## src/rtl/tensor_ram_writer_pkg.sv

```systemverilog
// Shared types for the tensor-RAM writer: byte type, FIFO entry layout, FSM states.
package tensor_ram_writer_pkg;

  localparam int TRW_WORD_BYTES = 4;
  localparam int TRW_LANE_BITS  = $clog2(TRW_WORD_BYTES);
  localparam int TRW_ADDR_BITS  = 14;

  typedef logic [7:0] int8_t;

  // One buffered result: target word, byte lane within it, and the byte itself.
  typedef struct packed {
    logic [TRW_ADDR_BITS-1:0] word;
    logic [TRW_LANE_BITS-1:0] lane;
    int8_t                    val;
  } trw_entry_t;

  typedef enum logic [1:0] {
    ST_IDLE  = 2'd0,
    ST_RUN   = 2'd1,
    ST_FLUSH = 2'd2
  } trw_state_e;

endpackage

```

## src/rtl/sync_fifo.sv

```systemverilog
// Single-clock FIFO with registered occupancy count; push-when-full and
// pop-when-empty are ignored. Head data is read combinationally.
module sync_fifo #(
  parameter int WIDTH = 8,
  parameter int DEPTH = 8,
  parameter int CNT_W = $clog2(DEPTH) + 1
) (
  input  logic             clk,
  input  logic             reset,
  input  logic             push_i,
  input  logic [WIDTH-1:0] din_i,
  input  logic             pop_i,
  output logic [WIDTH-1:0] dout_o,
  output logic             full_o,
  output logic             empty_o,
  output logic [CNT_W-1:0] count_o
);

  localparam int PTR_W = $clog2(DEPTH);

  logic [WIDTH-1:0] mem_q [DEPTH];
  logic [PTR_W-1:0] wr_ptr_q, rd_ptr_q;
  logic [CNT_W-1:0] count_q;
  logic             do_push, do_pop;

  assign full_o  = (count_q == CNT_W'(DEPTH));
  assign empty_o = (count_q == '0);
  assign count_o = count_q;
  assign dout_o  = mem_q[rd_ptr_q];
  assign do_push = push_i && !full_o;
  assign do_pop  = pop_i && !empty_o;

  // Pointers and occupancy; DEPTH is a power of two so pointers wrap naturally.
  always_ff @(posedge clk) begin
    if (reset) begin
      wr_ptr_q <= '0;
      rd_ptr_q <= '0;
      count_q  <= '0;
    end else begin
      if (do_push) wr_ptr_q <= wr_ptr_q + 1'b1;
      if (do_pop)  rd_ptr_q <= rd_ptr_q + 1'b1;
      if (do_push && !do_pop)      count_q <= count_q + 1'b1;
      else if (do_pop && !do_push) count_q <= count_q - 1'b1;
    end
  end

  // Storage array; contents are don't-care until written.
  always_ff @(posedge clk) begin
    if (do_push) mem_q[wr_ptr_q] <= din_i;
  end

endmodule

```

## src/rtl/tensor_ram_writer.sv

```systemverilog
// Tail of the STA output stream: turns int8 results into tensor-RAM byte
// addresses, queues them, merges bytes of the same word and issues
// byte-enabled word writes under a ready handshake.
module tensor_ram_writer
  import tensor_ram_writer_pkg::*;
#(
  parameter int MAX_N           = 64,
  parameter int N_BITS          = $clog2(MAX_N),
  parameter int MAX_NUM_CH      = 64,
  parameter int CH_BITS         = $clog2(MAX_NUM_CH + 1),
  parameter int BYPASS_IDX_BITS = 6,
  parameter int ADDR_BITS       = TRW_ADDR_BITS,  // entry word field is sized from the package
  parameter int FIFO_DEPTH      = 8
) (
  input  logic                       clk,
  input  logic                       reset,
  input  logic                       start,
  input  logic [ADDR_BITS-1:0]       cfg_base_addr,
  input  logic [N_BITS:0]            cfg_img_w,
  input  logic [CH_BITS-1:0]         cfg_num_ch,
  input  logic [CH_BITS-1:0]         cfg_out_ch,
  input  logic                       cfg_dense,
  input  logic                       in_valid,
  input  logic [7:0]                 in_val,
  input  logic [N_BITS-1:0]          in_row,
  input  logic [N_BITS-1:0]          in_col,
  input  logic [BYPASS_IDX_BITS-1:0] in_index,
  input  logic                       flush,
  output logic                       stall_req,
  output logic                       ram_we,
  output logic [ADDR_BITS-1:0]       ram_addr,
  output logic [8*TRW_WORD_BYTES-1:0] ram_wdata,
  output logic [TRW_WORD_BYTES-1:0]  ram_be,
  input  logic                       ram_ready,
  output logic                       done,
  output logic                       idle,
  output logic                       overflow,
  output logic [15:0]                write_count
);

  localparam int CNT_W = $clog2(FIFO_DEPTH) + 1;
  localparam int DW    = 8 * TRW_WORD_BYTES;

  trw_state_e state_q, state_d;

  // Configuration captured at start.
  logic [ADDR_BITS-1:0] base_q;
  logic [N_BITS:0]      img_w_q;
  logic [CH_BITS-1:0]   num_ch_q, out_ch_q;
  logic                 dense_q;

  // Stage A: registered byte address.
  logic                 a_vld_q;
  logic [ADDR_BITS+1:0] a_addr_q, a_addr_d;
  int8_t                a_val_q;
  logic [31:0]          pix_idx, offset, byte_full;

  // FIFO interface.
  trw_entry_t           push_ent, head;
  logic                 fifo_full, fifo_empty, fifo_pop;
  logic [CNT_W-1:0]     fifo_count;

  // Combiner pending word and output register.
  logic                 pend_vld_q, pend_vld_d;
  logic [ADDR_BITS-1:0] pend_addr_q, pend_addr_d;
  logic [DW-1:0]        pend_data_q, pend_data_d;
  logic [TRW_WORD_BYTES-1:0] pend_be_q, pend_be_d;
  logic                 ram_we_q, ram_we_d;
  logic [ADDR_BITS-1:0] ram_addr_q, ram_addr_d;
  logic [DW-1:0]        ram_wdata_q, ram_wdata_d;
  logic [TRW_WORD_BYTES-1:0] ram_be_q, ram_be_d;
  logic                 overflow_q;
  logic [15:0]          wcount_q;

  logic accept, start_ok, xfer, head_vld, merge_ok, load, drain_end, issue;
  logic [DW-1:0]             head_data;
  logic [TRW_WORD_BYTES-1:0] head_be;

  assign start_ok  = start && (state_q == ST_IDLE);
  assign accept    = in_valid && (state_q == ST_RUN);
  assign xfer      = ram_we_q && ram_ready;
  assign head_vld  = !fifo_empty;
  assign drain_end = (state_q == ST_FLUSH) && fifo_empty && !a_vld_q;

  // Byte address at full width; the final slice wraps modulo the RAM size.
  always_comb begin
    pix_idx   = 32'(in_row) * 32'(img_w_q) + 32'(in_col);
    offset    = dense_q ? 32'(in_index) : pix_idx * 32'(num_ch_q) + 32'(out_ch_q);
    byte_full = {16'd0, base_q, 2'b00} + offset;
    a_addr_d  = byte_full[ADDR_BITS+1:0];
  end

  // Stage A register and configuration latch.
  always_ff @(posedge clk) begin
    if (reset) begin
      a_vld_q  <= 1'b0;
      a_addr_q <= '0;
      a_val_q  <= '0;
      base_q   <= '0;
      img_w_q  <= '0;
      num_ch_q <= '0;
      out_ch_q <= '0;
      dense_q  <= 1'b0;
    end else begin
      a_vld_q <= accept;
      if (accept) begin
        a_addr_q <= a_addr_d;
        a_val_q  <= in_val;
      end
      if (start_ok) begin
        base_q   <= cfg_base_addr;
        img_w_q  <= cfg_img_w;
        num_ch_q <= cfg_num_ch;
        out_ch_q <= cfg_out_ch;
        dense_q  <= cfg_dense;
      end
    end
  end

  assign push_ent = '{word: a_addr_q[ADDR_BITS+1:2], lane: a_addr_q[1:0], val: a_val_q};

  sync_fifo #(.WIDTH($bits(trw_entry_t)), .DEPTH(FIFO_DEPTH)) u_fifo (
    .clk     (clk),
    .reset   (reset),
    .push_i  (a_vld_q),
    .din_i   (push_ent),
    .pop_i   (fifo_pop),
    .dout_o  (head),
    .full_o  (fifo_full),
    .empty_o (fifo_empty),
    .count_o (fifo_count)
  );

  // Leaves room for the beat in stage A plus the one the source may still send.
  assign stall_req = (32'(fifo_count) + 32'(a_vld_q)) >= 32'(FIFO_DEPTH - 2);

  // Combiner: load/merge the FIFO head, or hand the pending word to the output register.
  always_comb begin
    head_data   = {{(DW-8){1'b0}}, head.val} << {head.lane, 3'b000};
    head_be     = TRW_WORD_BYTES'(1) << head.lane;
    merge_ok    = pend_vld_q && head_vld && (head.word == pend_addr_q) && !pend_be_q[head.lane];
    load        = !pend_vld_q && head_vld;
    issue       = pend_vld_q && (!ram_we_q || ram_ready) &&
                  ((&pend_be_q) || (head_vld && !merge_ok) || drain_end);
    fifo_pop    = load || merge_ok;
    pend_vld_d  = pend_vld_q;
    pend_addr_d = pend_addr_q;
    pend_data_d = pend_data_q;
    pend_be_d   = pend_be_q;
    ram_we_d    = ram_we_q && !ram_ready;
    ram_addr_d  = ram_addr_q;
    ram_wdata_d = ram_wdata_q;
    ram_be_d    = ram_be_q;
    if (issue) begin
      pend_vld_d  = 1'b0;
      ram_we_d    = 1'b1;
      ram_addr_d  = pend_addr_q;
      ram_wdata_d = pend_data_q;
      ram_be_d    = pend_be_q;
    end else if (load) begin
      pend_vld_d  = 1'b1;
      pend_addr_d = head.word;
      pend_data_d = head_data;
      pend_be_d   = head_be;
    end else if (merge_ok) begin
      pend_data_d = pend_data_q | head_data;
      pend_be_d   = pend_be_q | head_be;
    end
  end

  // Combiner, output and status registers.
  always_ff @(posedge clk) begin
    if (reset) begin
      pend_vld_q  <= 1'b0;
      pend_addr_q <= '0;
      pend_data_q <= '0;
      pend_be_q   <= '0;
      ram_we_q    <= 1'b0;
      ram_addr_q  <= '0;
      ram_wdata_q <= '0;
      ram_be_q    <= '0;
      overflow_q  <= 1'b0;
      wcount_q    <= '0;
    end else begin
      pend_vld_q  <= pend_vld_d;
      pend_addr_q <= pend_addr_d;
      pend_data_q <= pend_data_d;
      pend_be_q   <= pend_be_d;
      ram_we_q    <= ram_we_d;
      ram_addr_q  <= ram_addr_d;
      ram_wdata_q <= ram_wdata_d;
      ram_be_q    <= ram_be_d;
      if (start_ok)                    overflow_q <= 1'b0;
      else if (a_vld_q && fifo_full)   overflow_q <= 1'b1;
      if (start_ok)                       wcount_q <= '0;
      else if (xfer && (wcount_q != 16'hFFFF)) wcount_q <= wcount_q + 16'd1;
    end
  end

  // FSM state register.
  always_ff @(posedge clk) begin
    if (reset) state_q <= ST_IDLE;
    else       state_q <= state_d;
  end

  // FSM next state; done marks the FLUSH->IDLE cycle.
  always_comb begin
    state_d = state_q;
    done    = 1'b0;
    unique case (state_q)
      ST_IDLE:  if (start) state_d = ST_RUN;
      ST_RUN:   if (flush) state_d = ST_FLUSH;
      ST_FLUSH: if (drain_end && !pend_vld_q && !ram_we_q) begin
        state_d = ST_IDLE;
        done    = 1'b1;
      end
      default:  state_d = ST_IDLE;
    endcase
  end

  assign idle        = (state_q == ST_IDLE);
  assign ram_we      = ram_we_q;
  assign ram_addr    = ram_addr_q;
  assign ram_wdata   = ram_wdata_q;
  assign ram_be      = ram_be_q;
  assign overflow    = overflow_q;
  assign write_count = wcount_q;

endmodule
```

## config.mk

```make
export PLATFORM = sky130hd
export DESIGN_NAME = tensor_ram_writer
export DESIGN_NICKNAME = d
export VERILOG_FILES = /design/src/rtl/tensor_ram_writer_pkg.sv /design/src/rtl/sync_fifo.sv /design/src/rtl/tensor_ram_writer.sv
export SDC_FILE = /design/constraint.sdc
export NUM_CORES = 1
export LEC_CHECK = 0
export ABC_AREA = 1
export CAP_MARGIN = 0
export CORE_MARGIN = 4
export CORE_UTILIZATION = 30
export DETAILED_ROUTE_END_ITERATION = 7
export REMOVE_ABC_BUFFERS = 1
export SYNTH_ARGS = -nofsm -noshare
export SYNTH_HDL_FRONTEND = slang
export SYNTH_SLANG_ARGS = --single-unit
export TNS_END_PERCENT = 30
```

## constraint.sdc

```tcl
create_clock -name clk -period 12.9 [get_ports clk]
set_clock_uncertainty 0.2 [all_clocks]
set_input_delay 2.58 -clock clk [delete_from_list [all_inputs] [get_ports clk]]
set_output_delay 2.58 -clock clk [all_outputs]
set_load 0.05 [all_outputs]
```

* Yosys cells after proc, flatten, opt, wreduce, memory -nomap -nowiden
Memory sizes are Yosys's and may differ from the RTL's. A register that Yosys moved wholly into a read port is not among the register bits.
Cells that the tools add are included.
** Word-level totals
- Input bits :: 68
- Bits in registers :: 192
- Memories :: 1
- Memory bits (writable) :: 192
** Cells by class
- Bitwise logic cells :: 3
- Reductions and logical operators :: 45
- Eq/ne operators :: 8
- Shift-type cells :: 2
- Mux-type cells :: 20
- Multipliers :: 2
- $add $sub $neg :: 9
- Order comparisons :: 2
** Memories
- u_fifo.mem_q :: depth 8, bits a word 24, read ports 1, clocked after memory_dff 1, write ports 1, line sync_fifo.sv:21 : logic [WIDTH-1:0] mem_q [DEPTH];
** Operators with widths (count)
- 2-to-1 mux 32 bit :: 2
- bitwise OR 32 bit :: 1
- left shift 8 x 5 -> 32 bit :: 1
- logical AND 1 bit :: 21
- adder 16 x 1 -> 16 bit, second input constant :: 1
- adder 16 bit :: 1
- adder 16 x 7 -> 16 bit :: 1
- multiplier 14 x 7 -> 16 bit :: 1
- 2-to-1 mux 16 bit :: 1
- 2-to-1 mux 4 bit :: 4
- != test 16 bit, second input constant :: 1
- adder 13 x 6 -> 14 bit :: 1
- == test 14 bit :: 1
- multiplier 6 x 7 -> 13 bit :: 1
- zero test 1 bit :: 10
- adder 3 x 1 -> 3 bit, second input constant :: 2
- 2-to-1 mux 1 bit :: 6
- 2-to-1 mux 2 bit :: 3
- 2-to-1 mux 3 bit :: 2
- one-hot mux 2 bit (3 select lines) :: 1
- adder 4 x 1 -> 5 bit :: 1
- greater-or-equal comparator 5 x 3 -> 1 bit, second input constant :: 1
- adder 4 x 1 -> 4 bit, second input constant :: 1
- == test 4 bit, second input constant :: 1
- 18 further kinds :: 25

* Depth between registers and ports, before layout
- Word-level depth :: 12
- Gate-level depth with buffers :: 50
- Gate-level depth less buffers :: 50

* Modules after synthesis
Synthesis repeated with hierarchy kept, for this count alone.
** Second synthesis, totals
- Cells, all modules :: 2399
- Area, all modules :: 20489.7 µm²
** By module, submodules not included
- tensor_ram_writer :: cells each 1662, area an instance 12170.4 µm², instances 1
- sync_fifo :: cells each 737, area an instance 8319.2 µm², instances 1

* Worst setup path before layout
No wires, ideal clock.
- Path type :: input port to flip-flop
- Start :: input in_row[0]
- End :: register a_addr_q[15]
- Required time :: 12.591 ns
- Library setup time :: 0.109 ns
- Cell stages on the path :: 49
- Arrival :: 10.521 ns
- Setup slack :: 2.071 ns
- Cell sequence :: nand2_1 inv_1 fa_1 inv_1 fa_1 inv_1 fa_1 inv_1 fa_1 inv_1 ha_1 nand2_1 inv_1 nand2_1 nand2_1 xor2_1 inv_1 nor2_1 [13 not listed] nor2_1 o21bai_1 nand2_1 inv_1 o21ai_0 nand2_1 a21oi_1 ha_1 nand2_1 inv_1 nand2_1 o41ai_1 xor2_1 inv_1 nand2_1 nand3_1 nand2_1 inv_1
** Between the ends
- Longest elaborated chain between the ends :: 6
** Ends and longest elaborated chain
- start: declaration :: line tensor_ram_writer.sv:25 : input logic [N_BITS-1:0] in_row,
- multiplier 6 x 7 -> 13 bit :: line tensor_ram_writer.sv:87 : pix_idx = 32'(in_row) * 32'(img_w_q) + 32'(in_col);
- adder 13 x 6 -> 14 bit :: line tensor_ram_writer.sv:87
- multiplier 14 x 7 -> 16 bit :: line tensor_ram_writer.sv:88 : offset = dense_q ? 32'(in_index) : pix_idx * 32'(num_ch_q) + 32'(out_ch_q);
- adder 16 x 7 -> 16 bit :: line tensor_ram_writer.sv:88
- 2-to-1 mux 16 bit :: line tensor_ram_writer.sv:88
- adder 16 bit :: line tensor_ram_writer.sv:89 : byte_full = {16'd0, base_q, 2'b00} + offset;
- end signal: assignment :: line tensor_ram_writer.sv:107 : a_addr_q <= a_addr_d;
- end: declaration :: line tensor_ram_writer.sv:54 : logic [ADDR_BITS+1:0] a_addr_q, a_addr_d;
Every way passes these cells.
A chain may end at the register's enable or synchronous reset.

* Final worst setup path
Ends and elaborated chain as after synthesis.

==> implementation parameters <==
Parameter                              Value

Global route
  Antenna violations before repair ... 2
  Total congestion overflow after global routing ... 0
  Met2 Usage GRT ... 0.238
  Global Route Usage Sum ... 0.139
  Met3 routing resource usage after global routing ... 0.0232
  Pin count of the biggest net entering global routing ... 61
  Most crowded layer after global routing ... met2
  Number of global-route vias before repair ... 14,800
  GR Util met1 ... 0.185
  First-pass GRT wire length ... ~80 mm

Worst setup path
  Path type of the worst setup path ... in2reg
  Worst-path cell with the longest stage delay ... sky130_fd_sc_hd__fa_1
  Largest stage delay on the critical path ... between 0.5 and 0.6 ns
  WP data arrival ... 11.78 ns
  Crit-path most repeated cell ... sky130_fd_sc_hd__inv_1
  Critical-path maximum fanout ... 7
  CP startpoint ... in_row[0]
  Worst r2r dst ... a_addr_q[15]
  Register-to-Register Path Depth ... 47
  Worst endpoint required time ... approximately 13 ns
  Endpoint class of the critical path ... register
  Origin of the critical flop-to-flop path ... img_w_q[5]
  Startpoint types ... input port
  Register-to-register setup slack ... between 3 and 4 ns

Clocking
  H-Tree Level Count ... 2
  Post-cts repair resize count ... 0
  Register clock-pin slew on the reported worst setup and hold paths ... 0.06 ns
  Hold bufs inserted after CTS ... 0
  Buffer depth of the longest clock path ... 3
  Clock sinks ... just under 400
  Worst-Skew Late Latency ... 0.57 ns
  Buffers inserted by post-CTS timing repair ... 0
  TritonCTS clock tree ... built
  Total clock buffers created by CTS ... 43
  CTS Root Buffer Type ... sky130_fd_sc_hd__clkbuf_16

Drt
  Average wire per standard cell ... 15.4 um
  Vias ... 15,300
  Drt first pass iters ... 5
  Wire length after detailed routing ... 50.5 mm
  Antenna viol nets, final ... 0
  Ratio of routed vias to standard cells ... roughly 4.7
  Violation count after the first detailed-routing iteration ... about 1,000
  Residual DRC count ... 0

Place
  Sum of net half-perimeters after detailed placement ... 33.6 mm
  IO Port Bufs ... roughly 140
  Number of placed instances, taps included ... ~3,200
  Routability cong. ... 0.916
  Worst slack after detailed placement ... 0.884 ns

Floorplan
  Horizontal extent of the die ... 268 um
  Die Footprint ... 71,600 sq um
  Core box area ... about 66,000 sq um
  Die outline height ... 268 um
  I/O pin count ... 139
  Std-Cell Rows ... 94
  Initial Util ... 0.305

Synthesis
  Sequential share of the synthesized area ... 0.478
  Top FF cell, synth ... sky130_fd_sc_hd__dfxtp_1
  Count of unique library cells instantiated by Yosys ... 45
  Count of state elements after synthesis ... slightly below 400
  Mapped Cells ... 2,281
  Area of the mapped netlist ... 20,200 sq um
  EDFF count, synth ... 192
  Async set-or-reset flop fraction in the synthesized netlist ... 0
  Warning count from the yosys run ... 0
  Mapped Avg Cell Area ... approximately 8.9 sq um

Timing
  Final worst path period need ... 11.54 ns
  Final max-slew violation count ... 0
  Hold Fails Final Rpt ... 0
  Slew Limit Headroom ... 0.214
  Max Fclk ... just under 0.09 GHz
  Hold Worst Slack ... 0.258 ns
  Final Worst Setup Slack ... about 1.4 ns
  Unrepaired setup endpoints after global routing ... no
  Setup violations, final ... 0
  Share of the cycle needed by the critical path after routing ... 0.894
  Setup TNS Final ... 0 ns
  Slew at the pin with the worst max-slew slack ... about 1.2 ns

Cells and area
  Ant. Diodes ... 0
  Proportion of layout cells with a drive suffix above 1 ... 0.0469
  Synthesis-to-layout area growth ... 17.8%
  Number of standard cells in the layout, taps in and fillers out ... ~3,300
  Net total in the final layout ... between 2,000 and 3,000
  Most frequent cells in the layout ... sky130_fd_sc_hd__nand2_1, sky130_fd_sc_hd__inv_1, sky130_fd_sc_hd__nor2_1
  Most common library cell in the layout ignoring fill and taps ... sky130_fd_sc_hd__nand2_1

Hold path
  Worst hold path type ... reg2reg
  Worst Hold Launch ... ram_wdata[5]
  Number of stages on the worst hold path ... 2
  Terminating pin of the worst hold path ... ram_wdata[5]

Pwr
  Power per Cell Area ... 199 nW/um^2
  Static Leakage ... roughly 10 nW
  Maximum vdd ir drop ... 0.000113 V

Status
  Result of the run ... completed

Job
  Max-Cap Viols ... 0
-- synth_stat cells, types with 2 or more instances --
cell type,count,area [sq um]
sky130_fd_sc_hd__nand2_1,377,1420
sky130_fd_sc_hd__inv_1,293,1100
sky130_fd_sc_hd__nor2_1,288,1080
sky130_fd_sc_hd__dfxtp_1,195,3900
sky130_fd_sc_hd__edfxtp_1,192,5770
sky130_fd_sc_hd__o21ai_0,178,891
sky130_fd_sc_hd__a21oi_1,175,876
sky130_fd_sc_hd__nand3_1,120,601
sky130_fd_sc_hd__ha_1,89,1110
sky130_fd_sc_hd__fa_1,84,1680
sky130_fd_sc_hd__clkbuf_1,64,240
sky130_fd_sc_hd__o21ai_1,24,120
sky130_fd_sc_hd__xor2_1,24,210
sky130_fd_sc_hd__o22ai_1,23,144
sky130_fd_sc_hd__nand4_1,19,119
sky130_fd_sc_hd__a31oi_1,18,113
sky130_fd_sc_hd__buf_2,18,90.1
sky130_fd_sc_hd__o21bai_1,14,105
sky130_fd_sc_hd__nor3_1,12,60.1
sky130_fd_sc_hd__o221ai_1,10,87.6
sky130_fd_sc_hd__buf_6,9,101
sky130_fd_sc_hd__buf_4,7,52.6
sky130_fd_sc_hd__buf_1,5,18.8
sky130_fd_sc_hd__o21a_1,5,37.5
sky130_fd_sc_hd__xnor2_1,5,43.8
sky130_fd_sc_hd__a211oi_1,4,30.0
sky130_fd_sc_hd__inv_2,3,11.3
sky130_fd_sc_hd__o211ai_1,3,22.5
sky130_fd_sc_hd__and3_1,2,12.5
sky130_fd_sc_hd__nand2_4,2,22.5
sky130_fd_sc_hd__nor2_2,2,12.5
sky130_fd_sc_hd__nor4_1,2,12.5
sky130_fd_sc_hd__o21ai_2,2,17.5
sky130_fd_sc_hd__or2_2,2,12.5
-- cell families (layout without fill, tap and decap cells) --
group	count (synthesis)	after routing	synth area share
multiplexers	1	1	0.000495
adder cells (fa/ha/maj)	173	173	0.138
XOR/XNOR	29	29	0.0126
buffers and inverters	400	529	0.0801
flip-flops	387	387	0.478
AO/OA/AOI/OAI	460	460	0.122
AND/OR/NAND/NOR	831	831	0.168
-- metal layers --
layer / vias up / share of wire / wire, um
li1: 7736 / - / -
met1: 7183 / 0.46 / 23000
met2: 344 / 0.47 / 23800
met3: 68 / 0.053 / 2660
met4: 4 / 0.019 / 977
met5: - / 0.00051 / 26
-- metrics by stage --
| stage | utilization | total power, W | cell area [sq um] |
|---|---|---|---|
| floorplan | - | 0.00294 | 19700 |
| global placement | 0.337 | 0.00350 | 22400 |
| detailed placement | 0.337 | 0.00351 | 22400 |
| CTS | 0.359 | 0.00480 | 23800 |
| global route | 0.359 | 0.00513 | 23800 |
| finish | 0.359 | 0.00475 | 23800 |
-- worst max path at each step --
| stage | slack (ns) | end | cells past startpoint |
|---|---|---|---|
| 2_1_floorplan | 2.06 | a_addr_q[15] | 49 |
| 3_3_place_gp | 1.04 | a_addr_q[15] | 51 |
| 3_5_place_dp | 0.88 | a_addr_q[15] | 48 |
| 6_report | 1.36 | a_addr_q[15] | 48 |
| 4_1_cts | 1.45 | a_addr_q[15] | 48 |
| 5_1_grt | 0.69 | a_addr_q[15] | 47 |
-- worst max-delay path, delay by kind of cell --
family / cells / cell delay [ns]
AO/OA/AOI/OAI: 6 / 0.90
XOR/XNOR: 2 / 0.55
adder cells (fa/ha/maj): 11 / 4.78
buffers and inverters: 13 / 1.26
AND/OR/NAND/NOR: 16 / 1.74
-- where the power goes --
| part | total, W | switching, W | internal, W |
|---|---|---|---|
| Clock | 0.00127 | 0.000513 | 0.000754 |
| Combinational | 0.00199 | 0.00134 | 0.000653 |
| Sequential | 0.00149 | 0.0000945 | 0.00139 |
-- final cells by class --
cell class | count | area [sq um]
fillers | 6844 | 42500
flip-flops and latches | 387 | 9670
multi-input cells | 1494 | 9000
repair buffers | 154 | 1500
clock buffers | 57 | 1190
inverters | 297 | 1120
well taps | 864 | 1080
clock inverters | 21 | 265
-- state kept, by name, summed over array words and instances (netlist names), 7 cells and up, named ones only --
name / cells
u_fifo.mem_q: 192
base_q: 14
a_addr_q: 16
ram_wdata: 32
write_count: 16
ram_addr: 14
pend_addr_q: 14
pend_data_q: 32
out_ch_q: 7
a_val_q: 8
num_ch_q: 7
img_w_q: 7
Power figures use the tool's default switching activity.
